$ cat src/rtl/led_pkg.sv
// Shared types and widths for the LED divider control path.
package led_pkg;

  localparam int DIV_W = 5;

  typedef enum logic [1:0] {
    ST_INIT  = 2'd0,
    ST_IDLE  = 2'd1,
    ST_WRITE = 2'd2
  } state_e;

endpackage

$ cat src/rtl/led_debounce.sv
// Button conditioner: 2-flop synchronizer, stability counter and a one-cycle
// pulse on each accepted rising level. Releases produce no pulse.
module led_debounce #(
  parameter int DEBOUNCE_CYC = 1_000_000
) (
  input  logic i_clk,
  input  logic i_rst,
  input  logic i_btn,
  output logic o_rise
);

  localparam int CW = (DEBOUNCE_CYC > 2) ? $clog2(DEBOUNCE_CYC) : 1;

  logic [1:0]    r_sync;
  logic          r_deb;
  logic [CW-1:0] r_cnt;
  logic          r_rise;

  // Synchronize the asynchronous button into the clock domain
  always_ff @(posedge i_clk or posedge i_rst) begin
    if (i_rst) begin
      r_sync <= 2'b00;
    end else begin
      r_sync <= {r_sync[0], i_btn};
    end
  end

  // Any return to the accepted level restarts the stability count
  always_ff @(posedge i_clk or posedge i_rst) begin
    if (i_rst) begin
      r_deb  <= 1'b0;
      r_cnt  <= '0;
      r_rise <= 1'b0;
    end else begin
      r_rise <= 1'b0;
      if (r_sync[1] != r_deb) begin
        if (r_cnt == CW'(DEBOUNCE_CYC - 1)) begin
          r_deb  <= r_sync[1];
          r_cnt  <= '0;
          r_rise <= r_sync[1];
        end else begin
          r_cnt <= r_cnt + CW'(1);
        end
      end else begin
        r_cnt <= '0;
      end
    end
  end

  assign o_rise = r_rise;

endmodule

$ cat src/rtl/led_div_ctrl.sv
// Divider control for led_cnt: debounced up/down buttons or an automatic
// ping-pong sweep produce a divider value plus a one-cycle write strobe.
module led_div_ctrl
  import led_pkg::*;
#(
  parameter int               DEBOUNCE_CYC = 1_000_000,
  parameter int               SWEEP_CYC    = 50_000_000,
  parameter logic [DIV_W-1:0] DIV_INIT     = 5'd8,
  parameter logic [DIV_W-1:0] DIV_MIN      = 5'd0,
  parameter logic [DIV_W-1:0] DIV_MAX      = 5'd31
) (
  input  logic             clk100,
  input  logic             rst,
  input  logic             btn_up_i,
  input  logic             btn_dn_i,
  input  logic             auto_en_i,
  output logic [DIV_W-1:0] div_o,
  output logic             wren_o
);

  localparam int TW = (SWEEP_CYC > 2) ? $clog2(SWEEP_CYC) : 1;

  if ((DIV_INIT < DIV_MIN) || (DIV_INIT > DIV_MAX) || (DIV_MIN >= DIV_MAX)) begin : g_bad_bounds
    $error("led_div_ctrl: DIV_INIT must lie in [DIV_MIN, DIV_MAX] with DIV_MIN < DIV_MAX");
  end

  logic             w_rise_up, w_rise_dn, w_tick, w_step;
  logic             w_clr_up, w_clr_dn, w_clr_sw, w_dir_nxt;
  logic [DIV_W-1:0] w_div_nxt;
  state_e           r_state, w_state_nxt;
  logic             r_pend_up, r_pend_dn, r_pend_sw, r_dir_up, r_wren;
  logic [DIV_W-1:0] r_div;
  logic [TW-1:0]    r_tmr;

  led_debounce #(.DEBOUNCE_CYC(DEBOUNCE_CYC)) u_deb_up (
    .i_clk(clk100), .i_rst(rst), .i_btn(btn_up_i), .o_rise(w_rise_up)
  );

  led_debounce #(.DEBOUNCE_CYC(DEBOUNCE_CYC)) u_deb_dn (
    .i_clk(clk100), .i_rst(rst), .i_btn(btn_dn_i), .o_rise(w_rise_dn)
  );

  assign w_tick = auto_en_i && (r_tmr == TW'(SWEEP_CYC - 1));

  // Sweep timer and pending requests; a tick is held until IDLE can take it
  always_ff @(posedge clk100 or posedge rst) begin
    if (rst) begin
      r_tmr     <= '0;
      r_pend_up <= 1'b0;
      r_pend_dn <= 1'b0;
      r_pend_sw <= 1'b0;
    end else if (auto_en_i) begin
      r_tmr     <= w_tick ? '0 : (r_tmr + TW'(1));
      r_pend_up <= 1'b0;
      r_pend_dn <= 1'b0;
      r_pend_sw <= w_tick | (r_pend_sw & ~w_clr_sw);
    end else begin
      r_tmr     <= '0;
      r_pend_up <= w_rise_up | (r_pend_up & ~w_clr_up);
      r_pend_dn <= w_rise_dn | (r_pend_dn & ~w_clr_dn);
      r_pend_sw <= 1'b0;
    end
  end

  // FSM state register
  always_ff @(posedge clk100 or posedge rst) begin
    if (rst) begin
      r_state <= ST_INIT;
    end else begin
      r_state <= w_state_nxt;
    end
  end

  // FSM next state
  always_comb begin
    w_state_nxt = r_state;
    case (r_state)
      ST_INIT:  w_state_nxt = ST_WRITE;
      ST_IDLE:  w_state_nxt = w_step ? ST_WRITE : ST_IDLE;
      ST_WRITE: w_state_nxt = ST_IDLE;
      default:  w_state_nxt = ST_INIT;
    endcase
  end

  // FSM outputs: request servicing, divider step and sweep direction
  always_comb begin
    w_step    = 1'b0;
    w_div_nxt = r_div;
    w_dir_nxt = r_dir_up;
    w_clr_up  = 1'b0;
    w_clr_dn  = 1'b0;
    w_clr_sw  = 1'b0;
    if (r_state == ST_IDLE) begin
      if (auto_en_i) begin
        if (r_pend_sw) begin
          w_clr_sw = 1'b1;
          w_step   = 1'b1;
          if (r_dir_up) begin
            if (r_div < DIV_MAX) begin
              w_div_nxt = r_div + 5'd1;
            end else begin
              w_dir_nxt = 1'b0;
              w_div_nxt = r_div - 5'd1;
            end
          end else begin
            if (r_div > DIV_MIN) begin
              w_div_nxt = r_div - 5'd1;
            end else begin
              w_dir_nxt = 1'b1;
              w_div_nxt = r_div + 5'd1;
            end
          end
        end else begin
          w_step = 1'b0;
        end
      end else if (r_pend_up && r_pend_dn) begin
        w_clr_up = 1'b1;
        w_clr_dn = 1'b1;
      end else if (r_pend_up) begin
        w_clr_up = 1'b1;
        if (r_div < DIV_MAX) begin
          w_step    = 1'b1;
          w_div_nxt = r_div + 5'd1;
        end else begin
          w_step = 1'b0;
        end
      end else if (r_pend_dn) begin
        w_clr_dn = 1'b1;
        if (r_div > DIV_MIN) begin
          w_step    = 1'b1;
          w_div_nxt = r_div - 5'd1;
        end else begin
          w_step = 1'b0;
        end
      end else begin
        w_step = 1'b0;
      end
    end else begin
      w_step = 1'b0;
    end
  end

  // Registered outputs: strobe asserts together with the new divider value
  always_ff @(posedge clk100 or posedge rst) begin
    if (rst) begin
      r_div    <= DIV_INIT;
      r_dir_up <= 1'b1;
      r_wren   <= 1'b0;
    end else begin
      r_div    <= w_div_nxt;
      r_dir_up <= w_dir_nxt;
      r_wren   <= (w_state_nxt == ST_WRITE);
    end
  end

  assign div_o  = r_div;
  assign wren_o = r_wren;

endmodule

$ cat config.mk
export PLATFORM = sky130hd
export DESIGN_NAME = led_div_ctrl
export DESIGN_NICKNAME = d
export VERILOG_FILES = /design/src/rtl/led_pkg.sv /design/src/rtl/led_debounce.sv /design/src/rtl/led_div_ctrl.sv
export SDC_FILE = /design/constraint.sdc
export NUM_CORES = 1
export LEC_CHECK = 0
export CAP_MARGIN = 15
export CORE_MARGIN = 8
export CORE_UTILIZATION = 45
export CTS_CLUSTER_SIZE = 30
export DETAILED_ROUTE_END_ITERATION = 6
export HOLD_SLACK_MARGIN = 0.06
export SLEW_MARGIN = 20
export SYNTH_ARGS = -nofsm -noshare
export SYNTH_HDL_FRONTEND = slang
export SYNTH_SLANG_ARGS = --single-unit
$ cat constraint.sdc
create_clock -name clk100 -period 2.9 [get_ports clk100]
set_input_delay 0.58 -clock clk100 [delete_from_list [all_inputs] [get_ports clk100]]
set_output_delay 0.58 -clock clk100 [all_outputs]
set_load 0.01 [all_outputs]
* After elaboration in Yosys (flattened, before gate mapping)
Index checks and enable logic that the tools add are counted.
Cells by class: $add $sub $neg 5, $lt $le $gt $ge 2, eq/ne operators 11, multiplexer cells 46, bitwise logic cells 9, reduce and logical (&&, ||, !) cells 9
Operators with widths (number):
- two-way mux 20 bit | 4
- two-way mux 26 bit | 2
- two-way mux 5 bit | 10
- adder 20 x 1 -> 20 bit (second input constant) | 2
- == test 20 bit (second input constant) | 2
- two-way mux 1 bit | 28
- adder 26 x 1 -> 26 bit (second input constant) | 1
- == test 26 bit (second input constant) | 1
- case mux 2 bit (3 select lines) | 1
- AND reduction 6 bit | 1
- nonzero test 3 bit | 2
- adder 5 x 1 -> 5 bit (second input constant) | 1
- > comparator 5 x 1 -> 1 bit (second input constant) | 1
- less-than comparator 5 bit (second input constant) | 1
- subtractor 5 x 1 -> 5 bit (second input constant) | 1
- == test 2 bit (second input constant) | 2
- AND reduction 2 bit | 2
- AND 1 bit | 3
- != test 3 x 2 -> 1 bit (second input constant) | 1
- NOT 1 bit | 3
- bitwise OR 1 bit | 3
- AND reduction 3 bit | 1
- == test 2 x 1 -> 1 bit (second input constant) | 1
- logical AND 1 bit | 2
- 5 further kinds | 6
Storage, ports and cells: register bits after elaboration 86, bits of input ports 5, output and inout bits 6, logic and storage cells 98

* Logic depth before layout (Yosys ltp)
Gate-level depths: netlist (run 1).
word-level depth 10, mapped depth 8, gate-level depth less buffers 7

* Cells and area by module
From an unflattened synthesis (run 1), not the netlist that was laid out.
Second synthesis, totals: cells, all modules 434, area, all modules 4356.7 µm²
By module, submodules not included:
- led_div_ctrl | times used 1, cells each 216, area an instance 2020.7 µm², sequential area each 953.4 µm²
- led_debounce (u_deb_dn) | times used 1, cells each 108, area an instance 1188.6 µm², sequential area each 600.6 µm²
- led_debounce (u_deb_up) | times used 1, cells each 110, area an instance 1147.4 µm², sequential area each 600.6 µm²

* Worst setup path before layout (run 1)
No wires, ideal clock.
path kind reg2reg, start point register r_div[0], in the netlist div_o[0], end point register r_div[2], in the netlist div_o[2], library setup time 0.079 ns, arrival 1.949 ns, data required time 2.821 ns, slack 0.871 ns, stages on the path, launching flop included 8, buffers on the path 0, clock period less this slack 2.029 ns, cells stage by stage dfrtp_1 -> inv_1 -> ha_1 -> nor4b_1 -> or4_1 -> a31o_2 -> a21oi_1 -> xor2_1
Between the ends: cells in the longest elaborated chain, start to end 6, elaborated cells between the ends (all ways) 17, those cells by class 2 x add/sub; 2 x order compare; 1 x eq/ne; 10 x mux; 2 x reduce/logical
RTL lines:
- from (decl) | line led_div_ctrl.sv:32 | logic [DIV_W-1:0] r_div;
- from (signal assigned) | line led_div_ctrl.sv:150 | r_div <= w_div_nxt;
- subtractor 5 x 1 -> 5 bit | line led_div_ctrl.sv:103, led_div_ctrl.sv:107, led_div_ctrl.sv:131
- two-way mux 5 bit | line led_div_ctrl.sv:129 | if (r_div > DIV_MIN) begin
- two-way mux 5 bit | line led_div_ctrl.sv:127 | end else if (r_pend_dn) begin
- two-way mux 5 bit | line led_div_ctrl.sv:119 | end else if (r_pend_up) begin
- two-way mux 5 bit | line led_div_ctrl.sv:116 | end else if (r_pend_up && r_pend_dn) begin
- two-way mux 5 bit | line led_div_ctrl.sv:94 | if (auto_en_i) begin
Parallel ways exist; a longest one is shown, timed or not. The select of a mux whose other input is x is not followed. A chain may end at the register's enable or synchronous reset.

* Final worst setup path (run 1)
start point register r_div[0], in the netlist div_o[0], end point register r_div[4], in the netlist div_o[4]
Same word-level chain as after synthesis.

==> results of run 1 <==
sequential cells by signal, summed over array words and instances (netlist names):
signal	cells
u_deb_up.o_rise	1
r_tmr	26
div_o	5
u_deb_up.r_deb	1
u_deb_dn.r_sync	2
r_pend_dn	1
u_deb_dn.r_deb	1
r_state	2
u_deb_dn.o_rise	1
r_pend_sw	1
u_deb_dn.r_cnt	20
u_deb_up.r_cnt	20
r_pend_up	1
r_dir_up	1
u_deb_up.r_sync	2
wren_o	1
through the flow:
stage,setup slack [ns],hold WS (ns),std cells
3_3_place_gp,0.487,0.335,530
6_report,0.681,0.355,546
4_1_cts,0.685,0.356,546
3_5_place_dp,0.430,0.339,530
5_1_grt,0.583,0.363,546
2_1_floorplan,0.101,0.331,419
worst paths after layout:
| check | to | start | cells past startpoint | slack (ns) |
|---|---|---|---|---|
| worst max-delay path | div_o[4]$_DFFE_PP0P_ | div_o[0]$_DFFE_PP0P_ | 7 | 0.68 |
| worst min-delay path | u_deb_dn.r_sync[1]$_DFF_PP0_ | u_deb_dn.r_sync[0]$_DFF_PP0_ | 0 | 0.35 |
| worst max register to register | div_o[4]$_DFFE_PP0P_ | div_o[0]$_DFFE_PP0P_ | 7 | 0.68 |
| worst min register to register | u_deb_dn.r_sync[1]$_DFF_PP0_ | u_deb_dn.r_sync[0]$_DFF_PP0_ | 0 | 0.35 |
| max in group asynchronous | u_deb_up.r_cnt[6]$_DFF_PP0_ | rst | 3 | 1.59 |
| min in group asynchronous | wren_o$_DFF_PP0_ | rst | 2 | 0.65 |
Yosys cell counts, types with 2 or more instances:
cell type / instances / share of area (%)
a211oi_1: 2 / 0.36
nand2_1: 22 / 2.0
or4_4: 2 / 0.53
o211ai_1: 2 / 0.36
nor3b_1: 2 / 0.36
nor4b_1: 3 / 0.62
a21oi_1: 10 / 1.2
a31oi_1: 2 / 0.30
ha_1: 5 / 1.5
o21ai_0: 2 / 0.24
and4_1: 6 / 1.2
a41oi_1: 2 / 0.42
buf_2: 4 / 0.48
xor2_1: 34 / 7.1
inv_1: 13 / 1.2
nand2_4: 2 / 0.53
clkbuf_1: 6 / 0.53
o41ai_1: 2 / 0.42
nand4_1: 14 / 2.1
or4_1: 2 / 0.36
and2_1: 4 / 0.59
nor2_1: 74 / 6.6
dfrtp_1: 84 / 50
nor3_1: 7 / 0.83
nor4_1: 10 / 1.5
and3_2: 2 / 0.36
and3_1: 13 / 1.9
xnor2_1: 30 / 6.2
nand2b_1: 3 / 0.45
dfstp_2: 2 / 1.2
o22ai_1: 2 / 0.30
buf_6: 2 / 0.53
nand3_1: 31 / 3.7
power groups by stage:
stage	sequential, mW	clock (mW)	combinational, mW
final	1.27	1.03	0.153
after global placement	1.29	0	0.159
after floorplan	1.29	0	0.106
after detailed placement	1.29	0	0.158
after global routing	1.28	1.11	0.177
after CTS	1.27	1.06	0.159
metal layers:
layer | up-vias | routed length (um) | GRT usage, %
met5 | - | 0 | 0
li1 | 1471 | - | -
met4 | 0 | 79 | 4.32
met3 | 7 | 211 | 3.19
met1 | 1392 | 3750 | 16.2
met2 | 35 | 3350 | 20.6
layout by cell type, fill, tap and decap left out, drive strengths merged, types with 2 or more instances in the layout:
cell type and instances:
nor4 11, nand2 24, nand3 32, and2 4
clkdlybuf4s50 10, clkbuf 13, o41ai 2, a31oi 3
nor2 74, xor2 34, nand2b 3, nor3b 2
dfrtp 84, nor3 8, inv 12, nand4 14
dfstp 2, o21ai 3, or4 4, and4 6
nor4b 3, a41oi 2, a21oi 10, and3 15
a211oi 2, ha 5, buf 3, bufinv 3
mux2 2, o211ai 2, xnor2 30, o22ai 2
cell families after synthesis:
kind of cell | synth area share [%]
and+or+nand+nor | 25.5
DFF | 51.1
muxes | 0.861
xor gates and xnor gates | 13.3
buffers and inverters | 3.06
adders and majority gates | 1.49
AOI/OAI and AO/OA | 4.60
area by class of cell:
type | instances | area, um2 | share of cell area (%)
clock buffer | 13 | 159 | 3.41
sequential | 86 | 2150 | 46.3
tap | 111 | 139 | 2.98
multi-input combinational | 307 | 1930 | 41.4
timing repair buffer | 13 | 135 | 2.90
clock inverter | 3 | 90.1 | 1.93
inverter | 13 | 50.0 | 1.07
==> results.tsv, run 1 <==
metric	value	unit
outcome	finished clean	
p_comb_share	6.2	%
post-route-period-util	76.5	%
rsz0062_at_grt	false	
hold_class	flip-flop to flip-flop	
power.leakage	1.96	nW
worstPathMaxFanout	7	
area_growth	10.5	%
worst_pin_slew	0.750	ns
crit_arrival	2.50	ns
numCtsBuffers	9	
synth_edf_count	0	
clk_latency	0.35	ns
drv_slew	0	
start_util	46.0	%
switching_power	0.537	mW
fin_tns_setup	0	ns
ctsLongestPathBuffers	2	
grt_start_max_net_pins	45	
postCtsHoldBufs	0	
powerDensity	527	nW/um2
start_kind	flip-flop	
synth_ff_type	dfrtp_1	
fillers	837	
fin_crit	2.22	ns
syn_nets	429	
final_util	50.9	%
final_area	4660	um2
cts_sinks	86	
drt_wl_total	7390	um
io_buffers	10	
intPower	1.92	mW
grt_pass1_wl	13300	um
synth-async-reset-ratio	100	%
ir_worst_vdd	0.359	mV
gp_congestion	0.818	
synth-seq-cells	86	
cp_cell_sequence	inv_1, ha_1, nor4b_1, or4_1, a31oi_2, a21oi_1, o22ai_1	
total_power	2.46	mW
dr_total_vias	2905	
place.detailed.hpwl	4930	um
vias_per_cell	5.32	
antenna_found_initial	0	
grt_overflow_total	0	
fin_nets	440	
hold_viol	0	
crit_slowest_cell	or4_1	
syn-cell-area	4210	um2
fmax	451	MHz
max_stage_delay	0.51	ns
cts_max_level	3	
first_pass_iters	4	
layout-drive-gt1-share	7.59	%
clkTransAtPathRegs	0.09	ns
netlist_instances	419	
criticalPathCategory	flip-flop to flip-flop	
first_iter_violations	103	
sequentialPowerShare	51.7	%
ios	11	
syn_avg_cell_area	10.1	um2
drc	0	
diodes	0	
antenna_left	0	
postPlaceCellArea	4410	um2
setup_viol	0	
core	9150	um2
track_usage	12.7	%
critPathBufInv	1	
die-area	12700	um2
clock_skew	0.00950	ns
die_y	113	um
swShare	21.9	%
synth_cell_types	51	
relSlewSlack	49.9	%
crit_family	simple AND/OR/NAND/NOR gates	
ctsResizeCount	0	
synth-seq-area-share	51.1	%
cap_violations	0	
wl_per_cell	13.5	um
rows	35	
worstSetupEndpointType	flip-flop	
first_global_vias	2874	
cts_tree	yes	
yosys_warnings	0	
required	3.18	ns
root_buffer	clkbuf_8	
post_cts_buffers	0	
die_x	113	um
pwr-share-clk	42.1	%
Note: power is estimated with default switching activity, not from simulation.
==> run 2, diff against run 1 <==
clock period = 2.21 ns   (was 2.9 ns; I/O delays follow)
==> run 2 against run 1 <==
Against the previous run: count of clock-buffer cells in the layout fell by 3; clock skew down 0.0014 ns; register-to-register slack worse by 0.50 ns; worst hold slack about the same; combinational power is 41% higher; final cell count is 1.5% higher; largest power group unchanged.
==> results.tsv, run 2 (synthesis results as in run 1) <==
metric	value	unit	change
outcome	finished clean		unchanged
layout_common_cells	dfrtp_1, nor2_1, xor2_1		unchanged
fin_ws	0.183	ns	was 0.681 ns
clock_skew	0.00805	ns	was 0.00950 ns
largest_reg_flops	26		unchanged
placed_cells	538		was 530
met1_usage	17.0	%	was 16.2%
layout-drive-gt1-share	9.93	%	was 7.59%
start_util	46.0	%	unchanged
final_area	4730	um2	was 4660 um2
r2r-start	div_o[1]$_DFFE_PP0P_		was div_o[0]$_DFFE_PP0P_
drc	0		unchanged
fin_nets	448		was 440
worstPathMaxFanout	7		unchanged
clkTransAtPathRegs	0.09	ns	about the same
vias_per_cell	5.34		was 5.32
cts_max_level	3		unchanged
postCtsHoldBufs	0		unchanged
fin_tns_setup	0	ns	unchanged
setup_viol	0		unchanged
track_usage	12.8	%	was 12.7%
final_common_cell	dfrtp_1		unchanged
use_met2	19.9	%	was 20.6%
drv_slew	0		unchanged
root_buffer	clkbuf_8		unchanged
fin_crit	2.03	ns	was 2.22 ns
place_ws	-0.134	ns	was 0.430 ns
hold_viol	0		unchanged
worstSetupEndpointType	flip-flop		unchanged
hold_depth	0		unchanged
min_to	u_deb_dn.r_sync[1]$_DFF_PP0_		unchanged
post-route-period-util	91.7	%	was 76.5%
worstReg2RegEnd	div_o[2]$_DFFE_PP0P_		was div_o[4]$_DFFE_PP0P_
first_pass_iters	4		unchanged
cap_violations	0		unchanged
ir_worst_vdd	0.434	mV	was 0.359 mV
power.leakage	1.99	nW	was 1.96 nW
relSlewSlack	60.8	%	was 49.9%
ios	11		unchanged
rows	35		unchanged
rsz0062_at_grt	false		unchanged
total_power	3.19	mW	was 2.46 mW
top_usage_layer	met2		unchanged
largest-register	r_tmr		unchanged
cts_sinks	86		unchanged
core	9150	um2	unchanged
grt_start_max_net_pins	43		was 45
required	2.49	ns	was 3.18 ns
dr_total_vias	2957		was 2905
die_x	113	um	unchanged
ctsLongestPathBuffers	2		unchanged
criticalPathCategory	flip-flop to flip-flop		unchanged
fmax	493	MHz	was 451 MHz
top_regs	r_tmr x26, u_deb_dn.r_cnt x20, u_deb_up.r_cnt x20		unchanged
numCtsBuffers	9		unchanged
gp_congestion	0.825		was 0.818
die_y	113	um	unchanged
grt_pass1_wl	13600	um	was 13300 um
crit_arrival	2.30	ns	was 2.50 ns
antenna_found_initial	0		unchanged
min_from	u_deb_dn.r_sync[0]$_DFF_PP0_		unchanged
die-area	12700	um2	unchanged
rr_worst_depth	7		unchanged
post_cts_buffers	0		unchanged
worst_pin_slew	0.584	ns	was 0.750 ns
hold_class	flip-flop to flip-flop		unchanged
start_kind	flip-flop		unchanged
powerDensity	675	nW/um2	was 527 nW/um2
diodes	0		unchanged
first_global_vias	2941		was 2874
antenna_left	0		unchanged
grtUsageMet3	3.35	%	was 3.19%
clk_latency	0.35	ns	about the same
cts_tree	yes		unchanged
fin_cells	554		was 546
place.detailed.hpwl	5160	um	was 4930 um
postPlaceCellArea	4480	um2	was 4410 um2
area_growth	12.4	%	was 10.5%
r2r_slack	0.18	ns	was 0.68 ns
first_iter_violations	87		was 103
io_buffers	10		unchanged
wl_per_cell	13.8	um	was 13.5 um
ctsResizeCount	0		unchanged
grt_overflow_total	0		unchanged
drt_wl_total	7630	um	was 7390 um
==> run 2: cell types whose count changed in the layout (fill, tap and decap cells not counted), sizes merged <==
cell / change
buf: +8
clkbuf: -3
clkinvlp: +3
==> run 2: power by group <==
group	total (mW)	switching, mW	internal [mW]
Sequential	1.66	0.0419	1.62
Clock	1.31	0.565	0.750
Combinational	0.216	0.128	0.0883
Total	3.19	0.734	2.46
==> run 2: layout make-up <==
cell class	count	area, um2
clock buffers	10	128
clock inverters	6	110
fillers	806	4420
inverters	13	52.6
multi-input cells	307	1940
flip-flops and latches	86	2160
well taps	111	139
repair buffers	21	208
==> run 2: stage by stage <==
step                      hold slack [ns]  util (%)
after detailed placement            0.335      49.0
after CTS                           0.356      51.6
after global routing                0.375      51.7
final                               0.354      51.7
after global placement              0.335      49.0
after floorplan                     0.331         -
==> run 2: worst max path at each step <==
stage,from,endpoint,slack [ns],cells past startpoint
2_1_floorplan,div_o[0]$_DFFE_PP0P_,div_o[2]$_DFFE_PP0P_,0.18,7
3_3_place_gp,auto_en_i,r_tmr[20]$_DFF_PP0_,-0.09,6
3_5_place_dp,auto_en_i,r_tmr[21]$_DFF_PP0_,-0.13,6
4_1_cts,div_o[1]$_DFFE_PP0P_,div_o[2]$_DFFE_PP0P_,0.11,7
5_1_grt,div_o[1]$_DFFE_PP0P_,div_o[2]$_DFFE_PP0P_,0.02,7
6_report,div_o[1]$_DFFE_PP0P_,div_o[2]$_DFFE_PP0P_,0.18,7
==> run 2: critical path, cell delays in order, from the launching register on <==
cell	delay, ns
dfrtp_2	0.46
inv_1	0.09
ha_1	0.20
or4b_1	0.50
o21ai_1	0.24
o221ai_1	0.15
a21oi_1	0.18
xor2_1	0.15
==> run 2: routing by layer <==
metal,vias up,share of wire [%]
li1,1482,-
met1,1423,49
met2,44,46
met3,8,3.8
met4,0,1.2
met5,-,0
